--- config.mk ---
export PLATFORM = sky130hd
export DESIGN_NAME = demux8t1_32_reg
export DESIGN_NICKNAME = d
export VERILOG_FILES = /design/src/rtl/demux8t1_32_reg_pkg.sv /design/src/rtl/demux8t1_32_reg_chan.sv /design/src/rtl/demux8t1_32_reg.sv
export SDC_FILE = /design/constraint.sdc
export NUM_CORES = 1
export LEC_CHECK = 0
export CELL_PAD_IN_SITES_DETAIL_PLACEMENT = 2
export CELL_PAD_IN_SITES_GLOBAL_PLACEMENT = 2
export CORE_ASPECT_RATIO = 1.1
export CORE_MARGIN = 10
export CORE_UTILIZATION = 30
export DETAILED_ROUTE_END_ITERATION = 7
export GPL_TIMING_DRIVEN = 0
export PLACE_DENSITY_LB_ADDON = 0.1
export SLEW_MARGIN = 0
export SYNTH_ARGS = -nofsm -noshare
export SYNTH_HDL_FRONTEND = slang
export SYNTH_SLANG_ARGS = --single-unit
--- constraint.sdc ---
create_clock -name clk -period 10.6 [get_ports clk]
set_input_delay 2.12 -clock clk [delete_from_list [all_inputs] [get_ports clk]]
set_output_delay 2.12 -clock clk [all_outputs]
set_load 0.05 [all_outputs]
--- src/rtl/demux8t1_32_reg_pkg.sv ---
// Shared constants and helpers for the registered 1-to-8 word distributor.
package demux8t1_32_reg_pkg;

  localparam int NCH   = 8;
  localparam int PTR_W = 3;

  typedef enum logic {
    ST_IDLE  = 1'b0,
    ST_BURST = 1'b1
  } state_e;

  function automatic logic [NCH-1:0] onehot(
    input logic [PTR_W-1:0] idx
  );
    logic [NCH-1:0] v;
    v      = '0;
    v[idx] = 1'b1;
    return v;
  endfunction

endpackage

--- src/rtl/demux8t1_32_reg_chan.sv ---
// One channel register: load enable, synchronous clear to RST_VAL,
// asynchronous active-high reset.
module demux8_chan_reg #(
  parameter int               WIDTH   = 32,
  parameter logic [WIDTH-1:0] RST_VAL = '0
) (
  input  logic             clk,
  input  logic             rst,
  input  logic             clr,
  input  logic             ld,
  input  logic [WIDTH-1:0] d,
  output logic [WIDTH-1:0] q
);

  logic [WIDTH-1:0] r_q;

  always_ff @(posedge clk or posedge rst) begin
    if (rst) begin
      r_q <= RST_VAL;
    end else if (clr) begin
      r_q <= RST_VAL;
    end else if (ld) begin
      r_q <= d;
    end
  end

  assign q = r_q;

endmodule

--- src/rtl/demux8t1_32_reg.sv ---
// Registered 1-to-8 distributor with single writes and wrapping bursts.
// Optional bus readback mux enabled by defining DEMUX8_READBACK_EN.
module demux8t1_32_reg
  import demux8t1_32_reg_pkg::*;
#(
  parameter int               WIDTH   = 32,
  parameter logic [WIDTH-1:0] RST_VAL = '0
) (
  input  logic             clk,
  input  logic             rst,
  input  logic [WIDTH-1:0] din,
  input  logic [2:0]       s,
  input  logic             wr_en,
  input  logic             start,
  input  logic [2:0]       len,
  input  logic             clr,
`ifdef DEMUX8_READBACK_EN
  input  logic [2:0]       rd_sel,
  output logic [WIDTH-1:0] rd_data,
`endif
  output logic [WIDTH-1:0] o0,
  output logic [WIDTH-1:0] o1,
  output logic [WIDTH-1:0] o2,
  output logic [WIDTH-1:0] o3,
  output logic [WIDTH-1:0] o4,
  output logic [WIDTH-1:0] o5,
  output logic [WIDTH-1:0] o6,
  output logic [WIDTH-1:0] o7,
  output logic [7:0]       valid,
  output logic [2:0]       ptr,
  output logic             busy,
  output logic             wr_ack,
  output logic             done
);

  state_e           r_state;
  state_e           w_state_nxt;
  logic [PTR_W-1:0] r_ptr;
  logic [PTR_W-1:0] w_ptr_nxt;
  logic [PTR_W-1:0] r_rem;
  logic [PTR_W-1:0] w_rem_nxt;
  logic [NCH-1:0]   r_valid;
  logic             r_wr_ack;
  logic             r_done;

  logic [PTR_W-1:0] w_tgt;
  logic [NCH-1:0]   w_sel;
  logic             w_wr;
  logic             w_last;
  logic [WIDTH-1:0] w_q [NCH];

  // Clear wins over any write in the same cycle.
  assign w_wr   = wr_en & ~clr;
  assign w_tgt  = (r_state == ST_BURST) ? r_ptr : s;
  assign w_sel  = onehot(w_tgt);
  assign w_last = (r_state == ST_BURST) & w_wr
                & (r_rem == '0);

  always_comb begin
    w_state_nxt = r_state;
    w_ptr_nxt   = r_ptr;
    w_rem_nxt   = r_rem;
    if (clr) begin
      w_state_nxt = ST_IDLE;
      w_ptr_nxt   = '0;
      w_rem_nxt   = '0;
    end else begin
      unique case (r_state)
        ST_IDLE: begin
          if (start) begin
            w_state_nxt = ST_BURST;
            w_ptr_nxt   = s;
            w_rem_nxt   = len;
          end
        end
        ST_BURST: begin
          if (wr_en) begin
            if (r_rem == '0) begin
              w_state_nxt = ST_IDLE;
              w_ptr_nxt   = '0;
            end else begin
              w_ptr_nxt = r_ptr + 3'd1;
              w_rem_nxt = r_rem - 3'd1;
            end
          end
        end
        default: begin
          w_state_nxt = ST_IDLE;
          w_ptr_nxt   = '0;
          w_rem_nxt   = '0;
        end
      endcase
    end
  end

  always_ff @(posedge clk or posedge rst) begin
    if (rst) begin
      r_state  <= ST_IDLE;
      r_ptr    <= '0;
      r_rem    <= '0;
      r_valid  <= '0;
      r_wr_ack <= 1'b0;
      r_done   <= 1'b0;
    end else begin
      r_state  <= w_state_nxt;
      r_ptr    <= w_ptr_nxt;
      r_rem    <= w_rem_nxt;
      r_wr_ack <= w_wr;
      r_done   <= w_last;
      if (clr) begin
        r_valid <= '0;
      end else if (w_wr) begin
        r_valid <= r_valid | w_sel;
      end
    end
  end

  for (genvar k = 0; k < NCH; k++) begin : g_ch
    demux8_chan_reg #(
      .WIDTH   (WIDTH),
      .RST_VAL (RST_VAL)
    ) u_ch (
      .clk (clk),
      .rst (rst),
      .clr (clr),
      .ld  (w_wr & w_sel[k]),
      .d   (din),
      .q   (w_q[k])
    );
  end

`ifdef DEMUX8_READBACK_EN
  // Pure mux on the registers: a same-cycle write shows up after the edge.
  assign rd_data = w_q[rd_sel];
`endif

  assign o0     = w_q[0];
  assign o1     = w_q[1];
  assign o2     = w_q[2];
  assign o3     = w_q[3];
  assign o4     = w_q[4];
  assign o5     = w_q[5];
  assign o6     = w_q[6];
  assign o7     = w_q[7];
  assign valid  = r_valid;
  assign ptr    = r_ptr;
  assign busy   = (r_state == ST_BURST);
  assign wr_ack = r_wr_ack;
  assign done   = r_done;

endmodule

======== Yosys cells after proc, flatten, opt, wreduce, memory -nomap -nowiden ========
Index checks and enable logic that the tools add are counted.
storage, ports and cells
  output and inout bits ................... 270
  register bits after elaboration ......... 273
  word-level logic and storage cells ...... 84
  bits of input ports ..................... 43
operators by class
  mux-type cells .......................... 36
  equality and inequality tests ........... 3
  add/sub/neg operators ................... 2
  reductions and logical operators ........ 13
  bitwise gates (word level) .............. 14
  $lt $le $gt $ge ......................... 2
operator list
  kind                   count
  $mux W32               16
  $mux W3                9
  $reduce_bool A2 Y1     9
  $mux W8                2
  $pmux W3 S2            2
  $and A1 B1 Y1          11
  $ne A3 B3 Y1 const B   3
  $or A8 B8 Y8           1
  $mux W1                5
  $lt A3 B4 Y1 const B   1
  $add A3 B1 Y3 const B  1
  $demux W1 S3           1
  $ge A3 B1 Y1 const B   1
  $logic_not A3 Y1       1
  $reduce_and A3 Y1      1
  $sub A3 B1 Y3 const B  1
  $not A1 Y1             2
  $pmux W1 S2            1
  $reduce_and A2 Y1      1
  $logic_and A1 B1 Y1    1

======== Logic depth before layout (Yosys ltp) ========
Gate-level depths: netlist of run 1.
  depth after elaboration ................. 8
  depth in mapped cells ................... 7

======== By module ========
From an unflattened synthesis of run 1, not the netlist that was laid out.
unflattened totals
  cell total of the unflattened synthesis .. 935
  area, all modules ....................... 11607.4 um^2
modules (own cells, without submodules)
  module           area an instance (um^2)  instances  cells an instance
  demux8_chan_reg  1327.5                   8          104
  demux8t1_32_reg  987.2                    1          103

======== Worst setup path after synthesis of run 1 ========
No wires, ideal clock.
  kind .................................... in2reg
  start ................................... input s[1]
  end ..................................... register g_ch[5].u_ch.r_q[10]
  path slack .............................. 7.081 ns
  arrival ................................. 3.387 ns
  data required time ...................... 10.468 ns
  cell stages on the path ................. 5
  setup time .............................. 0.132 ns
  cell sequence ........................... or3b_4 > a211oi_4 > buf_6 > mux2i_1 > nor2_1
on the way
  longest elaborated chain between the ends .. 7
  elaborated cells on any way between the ends .. 8
RTL lines
  what                                                                line                        source
  start: declaration                                                  demux8t1_32_reg.sv:12       input logic [2:0] s,
  $mux W3 (*)                                                         demux8t1_32_reg.sv:54       assign w_tgt = (r_state == ST_BURST) ? r_ptr : s;
  $lt A3 B4 Y1 (implied by the code) or $ge A3 B1 Y1 (tied branches)  demux8t1_32_reg_pkg.sv:17   v[idx] = 1'b1;
  $logic_and A1 B1 Y1 (implied by the code)                           demux8t1_32_reg_pkg.sv:17
  $mux W1 (implied by the code)                                       demux8t1_32_reg_pkg.sv:17
  $demux W1 S3 (*)                                                    demux8t1_32_reg_pkg.sv:17
  $and A1 B1 Y1 (*)                                                   demux8t1_32_reg.sv:126      .ld (w_wr & w_sel[k]),
  $reduce_bool A2 Y1 (no line) (*)                                    --
  end signal: assignment                                              demux8t1_32_reg_chan.sv:19  r_q <= RST_VAL;
  end signal: assignment                                              demux8t1_32_reg_chan.sv:21  r_q <= RST_VAL;
  end signal: assignment                                              demux8t1_32_reg_chan.sv:23  r_q <= d;
  end: declaration                                                    demux8t1_32_reg_chan.sv:15  logic [WIDTH-1:0] r_q;
Mark *: on every way between the ends. The rest lies on a longest branch, timed or not.
A chain may end at the register's enable or synchronous reset.

======== Worst setup path after layout of run 1 ========
  start ................................... register r_ptr[1], in the netlist ptr[1]
  end ..................................... output ptr[1]
RTL lines
  what                      line                    source
  start: declaration        demux8t1_32_reg.sv:38   logic [PTR_W-1:0] r_ptr;
  start signal: assignment  demux8t1_32_reg.sv:106  r_ptr <= w_ptr_nxt;
  end: declaration          demux8t1_32_reg.sv:30   output logic [2:0] ptr,
No word-level cell between the ends.

==> summary.md, run 1 <==
| Metric | Value |
|---|---|
| Number of flops mapped to enable cells by yosys | 0 |
| Crit path arrival time | roughly 2.0 ns |
| Count of antenna-violating nets left after detailed routing | 0 |
| Combined area of the multi-input logic cells | 0.00396 mm² |
| Setup repair bufs after CTS | 0 |
| Max FO, Critical Path | 8 |
| Die outline area | 0.0459 mm² |
| Most numerous cell in the Yosys netlist | dfrtp_1 |
| Setup repair after global routing missed its margin | no |
| CP Cell Sequence | clkdlybuf4s50_1 |
| Crit-path max cell delay | 0.94 ns |
| Input/output buffers | 280 |
| Deepest level of the CTS H-tree | 1 |
| Core region area | 0.0372 mm² |
| Final critical-path share of the clock period | 0.388 |
| Pwr dens | 152 mW/mm² |
| Worst setup slack after layout | 6.48 ns |
| Hold endpoint | valid[6]$_DFFE_PP0P_ |
| Wire length on met3 | 3300 µm |
| Most used flip-flop cell after synthesis | dfrtp_1 |
| Fin Clk Skew | 0.0191 ns |
| Netlist area before placement | 0.0113 mm² |
| Length in cells of the worst reg-to-reg path | 7 |
| Max stage delay cell, worst path | clkdlybuf4s50_1 |
| Final number of max-transition violations | 0 |
| Initial Utilization | 0.304 |
| Reg-to-reg critical path endpoint | g_ch[0].u_ch.q[0]$_DFFE_PP0P_ |
| Die outline height | 224 µm |
| Resized Gates After CTS | 0 |
| Count of vias placed by the detailed router | 9,207 |
| Clock-pin transition on the worst setup and hold timing paths | 0.06 ns |
| Nets in the synthesized netlist | 1,136 |
| Synthesis Warnings | 0 |
| Total number of clock tree sinks | roughly 270 |
| Maximum buffer depth of the clock tree | 3 |
| Cells on Worst Hold Path | 1 |
| Hold Path Origin | valid[6]$_DFFE_PP0P_ |
| Register area | 0.00683 mm² |
| Met2 wirelength from detailed routing | approximately 24,000 µm |
| Actual slew at the worst max-slew pin | 0.867 ns |
| Clock root buffer | clkbuf_16 |
| DRC | 0 |
| Top routing layer in use | met4 |
| Total routing resource utilization after global routing | 0.200 |
| Share of flip-flops with an asynchronous set or reset | 1.00 |
| Die width | slightly above 200 µm |
| Share of synthesized area occupied by flip-flops and latches | 0.604 |
| Reg2reg setup slack | about 8.1 ns |
| Filler-free cell count of the finished design | 1,921 |
| Outcome | finished clean |
| Cells taking the most area after synthesis | dfrtp_1 60%, mux2i_1 12%, nand2_1 8.6% |
| Wire length of the first global-routing pass | between 60,000 and 70,000 µm |
| Post-synth top area share | 0.604 |
| Max-capacitance violation count | 0 |
| Minimum clock period after layout | slightly above 4 ns |
| Routability cong. | 0.747 |
| Launch point of the critical path | ptr[1]$_DFFE_PP0P_ |
| Worst slew margin relative to its limit | 0.422 |
| Hold Fails Final Rpt | 0 |
| Final Routed Wirelength | 47,000 µm |
| Number of nets in the finished design | 1,451 |
| CTS tree | yes |
| Register bit total from synthesis | 273 |
| Clock latency on the worst-skew pair | approximately 0.56 ns |
| Most frequent cells after synthesis | 273 x dfrtp_1, 259 x nand2_1, 134 x nor2_1, 130 x mux2i_1, 128 x a21oi_1 |
| Filler Cells Inserted | 3,996 |
| CTS hold repair buffers | 0 |
| Drt wl/cell | 24.5 µm |
| Ratio of cells with drive above 1 in the final layout | 0.0631 |
| Origin of the critical flop-to-flop path | busy$_DFF_PP0_ |
| Kind of end point of the critical path | output port |
| Via density per instance | 4.79 |
| Final count of negative-setup-slack endpoints | 0 |
| Peak Freq | between 200 and 250 MHz |
| Lkg Pwr | 6.44 nW |
| Buffers and inverters on the worst path | 1 |
| Initial antenna violation count | 1 |
| Critical path depth | 1 |
| Maximum VDD drop | 0.112 mV |
| WP data required | 8.48 ns |
| Worst Setup Start Kind | flip-flop |
| Mapped Cells | between 1,000 and 1,500 |
| Mean instance size in the synthesized netlist | between 10 and 15 µm² |
| I/O pins | 313 |
| Number of global-route vias before repair | between 10,000 and 15,000 |
| Maximum number of pins on one net before global-route repair | 108 |
| Number of buffers created by CTS | 31 |
| Number of design-rule violations left by the first detailed-router iteration | 289 |
| Met1 WL | 19,300 µm |
| Category of the most critical setup path | flip-flop to output port |
| Placed insts | roughly 1,900 |
| HPWL after detailed placement | around 34,000 µm |
| Top cell type by total area after synthesis | dfrtp_1 |
| Std cell rows | between 70 and 80 |
| Dominant delay contributor by cell family on the critical path | buffers and inverters |
| Post-synth cell types | 38 |
| Area delta synth->final | 39.4% |
| Total iterations of the first detailed-routing run | 4 |
| Final global-route overflow total | 0 |
| Worst min-delay path class | flip-flop to flip-flop |
| Post-placement worst setup slack | 6.01 ns |
-- registers in the layout (all words and copies together) (netlist names) --
signal and flops:
r_rem 3, busy 1, ptr 3, valid 8, wr_ack 1, g_ch.u_ch.q 256
done 1
-- cell type report --
type | instances | area share
tap | 494 | 0.0392
antenna | 1 | 0.000159
sequential | 273 | 0.433
timing repair buffer | 282 | 0.181
buffer | 101 | 0.0315
multi-input combinational | 708 | 0.251
clock inverter | 9 | 0.00484
inverter | 8 | 0.00238
clock buffer | 45 | 0.0570
-- cells by family (layout without fill, tap and decap cells) --
kind of cell / count (synthesis) / after routing / share of synthesized area
AND/OR/NAND/NOR: 414 / 414 / 0.143
flip-flops: 273 / 273 / 0.604
AO/OA/AOI/OAI: 158 / 158 / 0.0844
multiplexers: 132 / 132 / 0.118
buffers and inverters: 109 / 445 / 0.0466
adder cells (fa/ha/maj): 3 / 3 / 0.00332
XOR/XNOR: 1 / 1 / 0.000774
other: 0 / 1 / 0
-- cell usage in the layout (no fill, tap or decap), drive strengths merged, types with 2 or more instances in the layout --
master	synthesis	routed
a21oi	128	128
a21o	8	8
inv	7	8
nor2	134	134
dfrtp	273	273
nand3	4	4
clkdlybuf4s50	0	280
a311oi	2	2
nand2b	5	5
mux2i	131	131
clkbuf	73	118
a211o	2	2
ha	3	3
a211oi	10	10
nand3b	4	4
or3b	3	3
o21ai	2	2
clkinv	1	7
nand2	259	259
o211ai	2	2
buf	28	30
-- metal layers --
metal / vias to the layer above / GRT usage
li1: 4185 / -
met1: 4760 / 0.239
met2: 214 / 0.347
met3: 48 / 0.0609
met4: 0 / 0.0439
met5: - / 0
-- metrics by stage --
step | util | area (µm²) | TNS (ns) | hold WS, ns | power [mW]
floorplan | - | 11300 | 0 | 0.534 | 1.27
global placement | 0.396 | 14700 | -945.03 | 0.462 | 1.37
detailed placement | 0.398 | 14800 | 0 | 0.472 | 1.38
CTS | 0.424 | 15800 | 0 | 0.485 | 2.44
global route | 0.424 | 15800 | 0 | 0.502 | 2.50
finish | 0.424 | 15800 | 0 | 0.480 | 2.40
-- where the power goes --
group / leakage, nW / switching (mW) / internal (mW) / total [mW]
registers: 3.79 / 0.0142 / 1.06 / 1.08
logic: 2.17 / 0.204 / 0.0745 / 0.279
clock network: 0.483 / 0.442 / 0.606 / 1.05
total: 6.44 / 0.660 / 1.74 / 2.40
-- worst max-delay path by stage --
stage,end,slack [ns]
after global placement,g_ch[5].u_ch.q[10]$_DFFE_PP0P_,-3.50
after floorplan,busy$_DFF_PP0_,0.96
after CTS,ptr[1],6.45
after global routing,ptr[1],6.43
final,ptr[1],6.48
after detailed placement,g_ch[5].u_ch.q[14]$_DFFE_PP0P_,6.01
Note: power is estimated with default switching activity, not from simulation.
==> run 2: changes to the inputs <==
==> constraint.sdc (replaced) <==
create_clock -name clk -period 4.1 [get_ports clk]
set_input_delay 0.82 -clock clk [delete_from_list [all_inputs] [get_ports clk]]
set_output_delay 0.82 -clock clk [all_outputs]
set_load 0.05 [all_outputs]
==> summary.md, run 2 (synthesis results as in run 1) <==
| Metric | Value |
|---|---|
| Outcome | finished clean (unchanged) |
| Minimum clock period after layout | 2.82 ns |
| Origin of the critical flop-to-flop path | busy$_DFF_PP0_ (unchanged) |
| Max-capacitance violation count | 0 (unchanged) |
| Worst Setup Start Kind | flip-flop (unchanged) |
| Kind of end point of the critical path | output port (unchanged) |
| Core region area | 0.0372 mm² (unchanged) |
| Final count of negative-setup-slack endpoints | 0 (unchanged) |
| Std cell rows | 74 (unchanged) |
| Final Routed Wirelength | 46,800 µm (was 47,000 µm) |
| Final global-route overflow total | 0 (unchanged) |
| Launch point of the critical path | ptr[2]$_DFFE_PP0P_ (was ptr[1]$_DFFE_PP0P_) |
| Peak Freq | 355 MHz |
| Maximum number of pins on one net before global-route repair | 40 (was 108) |
| Ratio of cells with drive above 1 in the final layout | 0.0690 (was 0.0631) |
| Resized Gates After CTS | 0 (unchanged) |
| Final critical-path share of the clock period | 0.688 |
| Number of design-rule violations left by the first detailed-router iteration | 291 (was 289) |
| CP Cell Sequence | clkdlybuf4s50_1 (unchanged) |
| Total iterations of the first detailed-routing run | 4 (unchanged) |
| Crit path arrival time | 2.00 ns (about the same) |
| Number of nets in the finished design | 1,457 (was 1,451) |
| Register area | 0.00683 mm² (unchanged) |
| WP data required | 3.28 ns (was 8.48 ns) |
| Combined area of the multi-input logic cells | 0.00396 mm² (unchanged) |
| CTS hold repair buffers | 0 (unchanged) |
| Count of antenna-violating nets left after detailed routing | 0 (unchanged) |
| Initial Utilization | 0.304 (unchanged) |
| Crit-path max cell delay | 0.92 ns (was 0.94 ns) |
| Buffers and inverters on the worst path | 1 (unchanged) |
| Deepest level of the CTS H-tree | 1 (unchanged) |
| Via density per instance | 4.78 (was 4.79) |
| Worst slew margin relative to its limit | 0.413 (was 0.422) |
| Clock root buffer | clkbuf_16 (unchanged) |
| Number of antenna cells inserted | 0 (was 1) |
| Commonest cells after routing, fill and taps aside | 280 x clkdlybuf4s50_1, 273 x dfrtp_1, 259 x nand2_1 (unchanged) |
| Hold Fails Final Rpt | 0 (unchanged) |
| Worst setup slack after layout | 1.28 ns (was 6.48 ns) |
| Drt wl/cell | 24.3 µm (was 24.5 µm) |
| Hold Path Origin | valid[2]$_DFFE_PP0P_ (was valid[6]$_DFFE_PP0P_) |
| Die width | 205 µm (unchanged) |
| Actual slew at the worst max-slew pin | 0.880 ns (was 0.867 ns) |
| Setup repair bufs after CTS | 0 (unchanged) |
| Post-placement worst setup slack | 0.782 ns (was 6.01 ns) |
| Total negative setup slack | 0 ns (unchanged) |
| Number of buffers created by CTS | 31 (unchanged) |
| Initial antenna violation count | 0 (was 1) |
| Pwr dens | 394 mW/mm² (was 152 mW/mm²) |
| Area delta synth->final | 40.6% (was 39.4%) |
| I/O pins | 313 (unchanged) |
| Die outline height | 224 µm (unchanged) |
| Fin Clk Skew | 0.00748 ns (was 0.0191 ns) |
| Total routing resource utilization after global routing | 0.201 (was 0.200) |
| Max FO, Critical Path | 8 (unchanged) |
| DRC | 0 (unchanged) |
| CTS tree | yes (unchanged) |
| Clock latency on the worst-skew pair | 0.56 ns (about the same) |
| Worst min-delay path class | flip-flop to flip-flop (unchanged) |
| Final cell utilization of the core | 0.427 (was 0.424) |
| Routability cong. | 0.755 (was 0.747) |
| Input/output buffers | 280 (unchanged) |
| Category of the most critical setup path | flip-flop to output port (unchanged) |
| Commonest non-fill, non-tap cell in the layout | clkdlybuf4s50_1 (unchanged) |
| Maximum VDD drop | 0.260 mV (was 0.112 mV) |
| Final number of max-transition violations | 0 (unchanged) |
| Filler Cells Inserted | 3,983 (was 3,996) |
| Count of vias placed by the detailed router | 9,228 (was 9,207) |
| Max FFs per register | 256 (unchanged) |
| Maximum buffer depth of the clock tree | 3 (unchanged) |
| Number of global-route vias before repair | 10,500 (about the same) |
| Dominant delay contributor by cell family on the critical path | buffers and inverters (unchanged) |
| Setup repair after global routing missed its margin | no (unchanged) |
| Wire length of the first global-routing pass | 70,200 µm (was 69,700 µm) |
| HPWL after detailed placement | 34,700 µm (was 34,200 µm) |
| Total number of clock tree sinks | 273 (unchanged) |
| Lkg Pwr | 6.51 nW (was 6.44 nW) |
| Max stage delay cell, worst path | clkdlybuf4s50_1 (unchanged) |
| Die outline area | 0.0459 mm² (unchanged) |
| Clock-pin transition on the worst setup and hold timing paths | 0.06 ns (about the same) |
[run 2: cell count changes in the layout (fill, tap and decap cells not counted)]
cell,delta
clkinv_2,+4
buf_12,+8
diode_2,-1
bufinv_16,+1
inv_8,-1
inv_6,-1
buf_16,-2
clkbuf_8,-1
clkinv_4,+1
[run 2: layer usage]
layer	part of all wire	global-route usage	vias up
met5	0	0	-
met4	0.013	0.0389	0
met3	0.070	0.0590	32
met2	0.51	0.351	211
met1	0.41	0.239	4802
li1	-	-	4183
[run 2: final timing paths]
path	end	slack (ns)	cells after the start
max	ptr[2]	1.28	1
min in group asynchronous	g_ch[7].u_ch.q[29]$_DFFE_PP0P_	0.76	2
min reg2reg	valid[2]$_DFFE_PP0P_	0.47	1
min	valid[2]$_DFFE_PP0P_	0.47	1
max in group asynchronous	g_ch[4].u_ch.q[14]$_DFFE_PP0P_	2.20	5
max reg2reg	g_ch[1].u_ch.q[1]$_DFFE_PP0P_	1.63	7
[run 2: layout make-up]
class,instances,area share
Inverter,8,0.00212
Clock buffer,44,0.0556
Timing Repair Buffer,288,0.186
Tap cell,494,0.0389
Clock inverter,13,0.00748
Multi-Input combinational cell,708,0.249
Buffer,101,0.0312
Sequential cell,273,0.430
[run 2: through the flow]
stage	power, mW	std cells	cell area (µm²)	hold WS [ns]
6_report	6.27	1929	15900	0.475
4_1_cts	6.37	1929	15900	0.482
3_5_place_dp	3.58	1872	14900	0.469
3_3_place_gp	3.55	1864	14700	0.462
2_1_floorplan	3.28	1090	11300	0.534
5_1_grt	6.52	1929	15900	0.499
[run 2: where the power goes]
group / switching [mW] / internal (mW) / total, mW
Combinational: 0.528 / 0.203 / 0.731
Sequential: 0.0366 / 2.75 / 2.78
Clock: 1.13 / 1.62 / 2.75
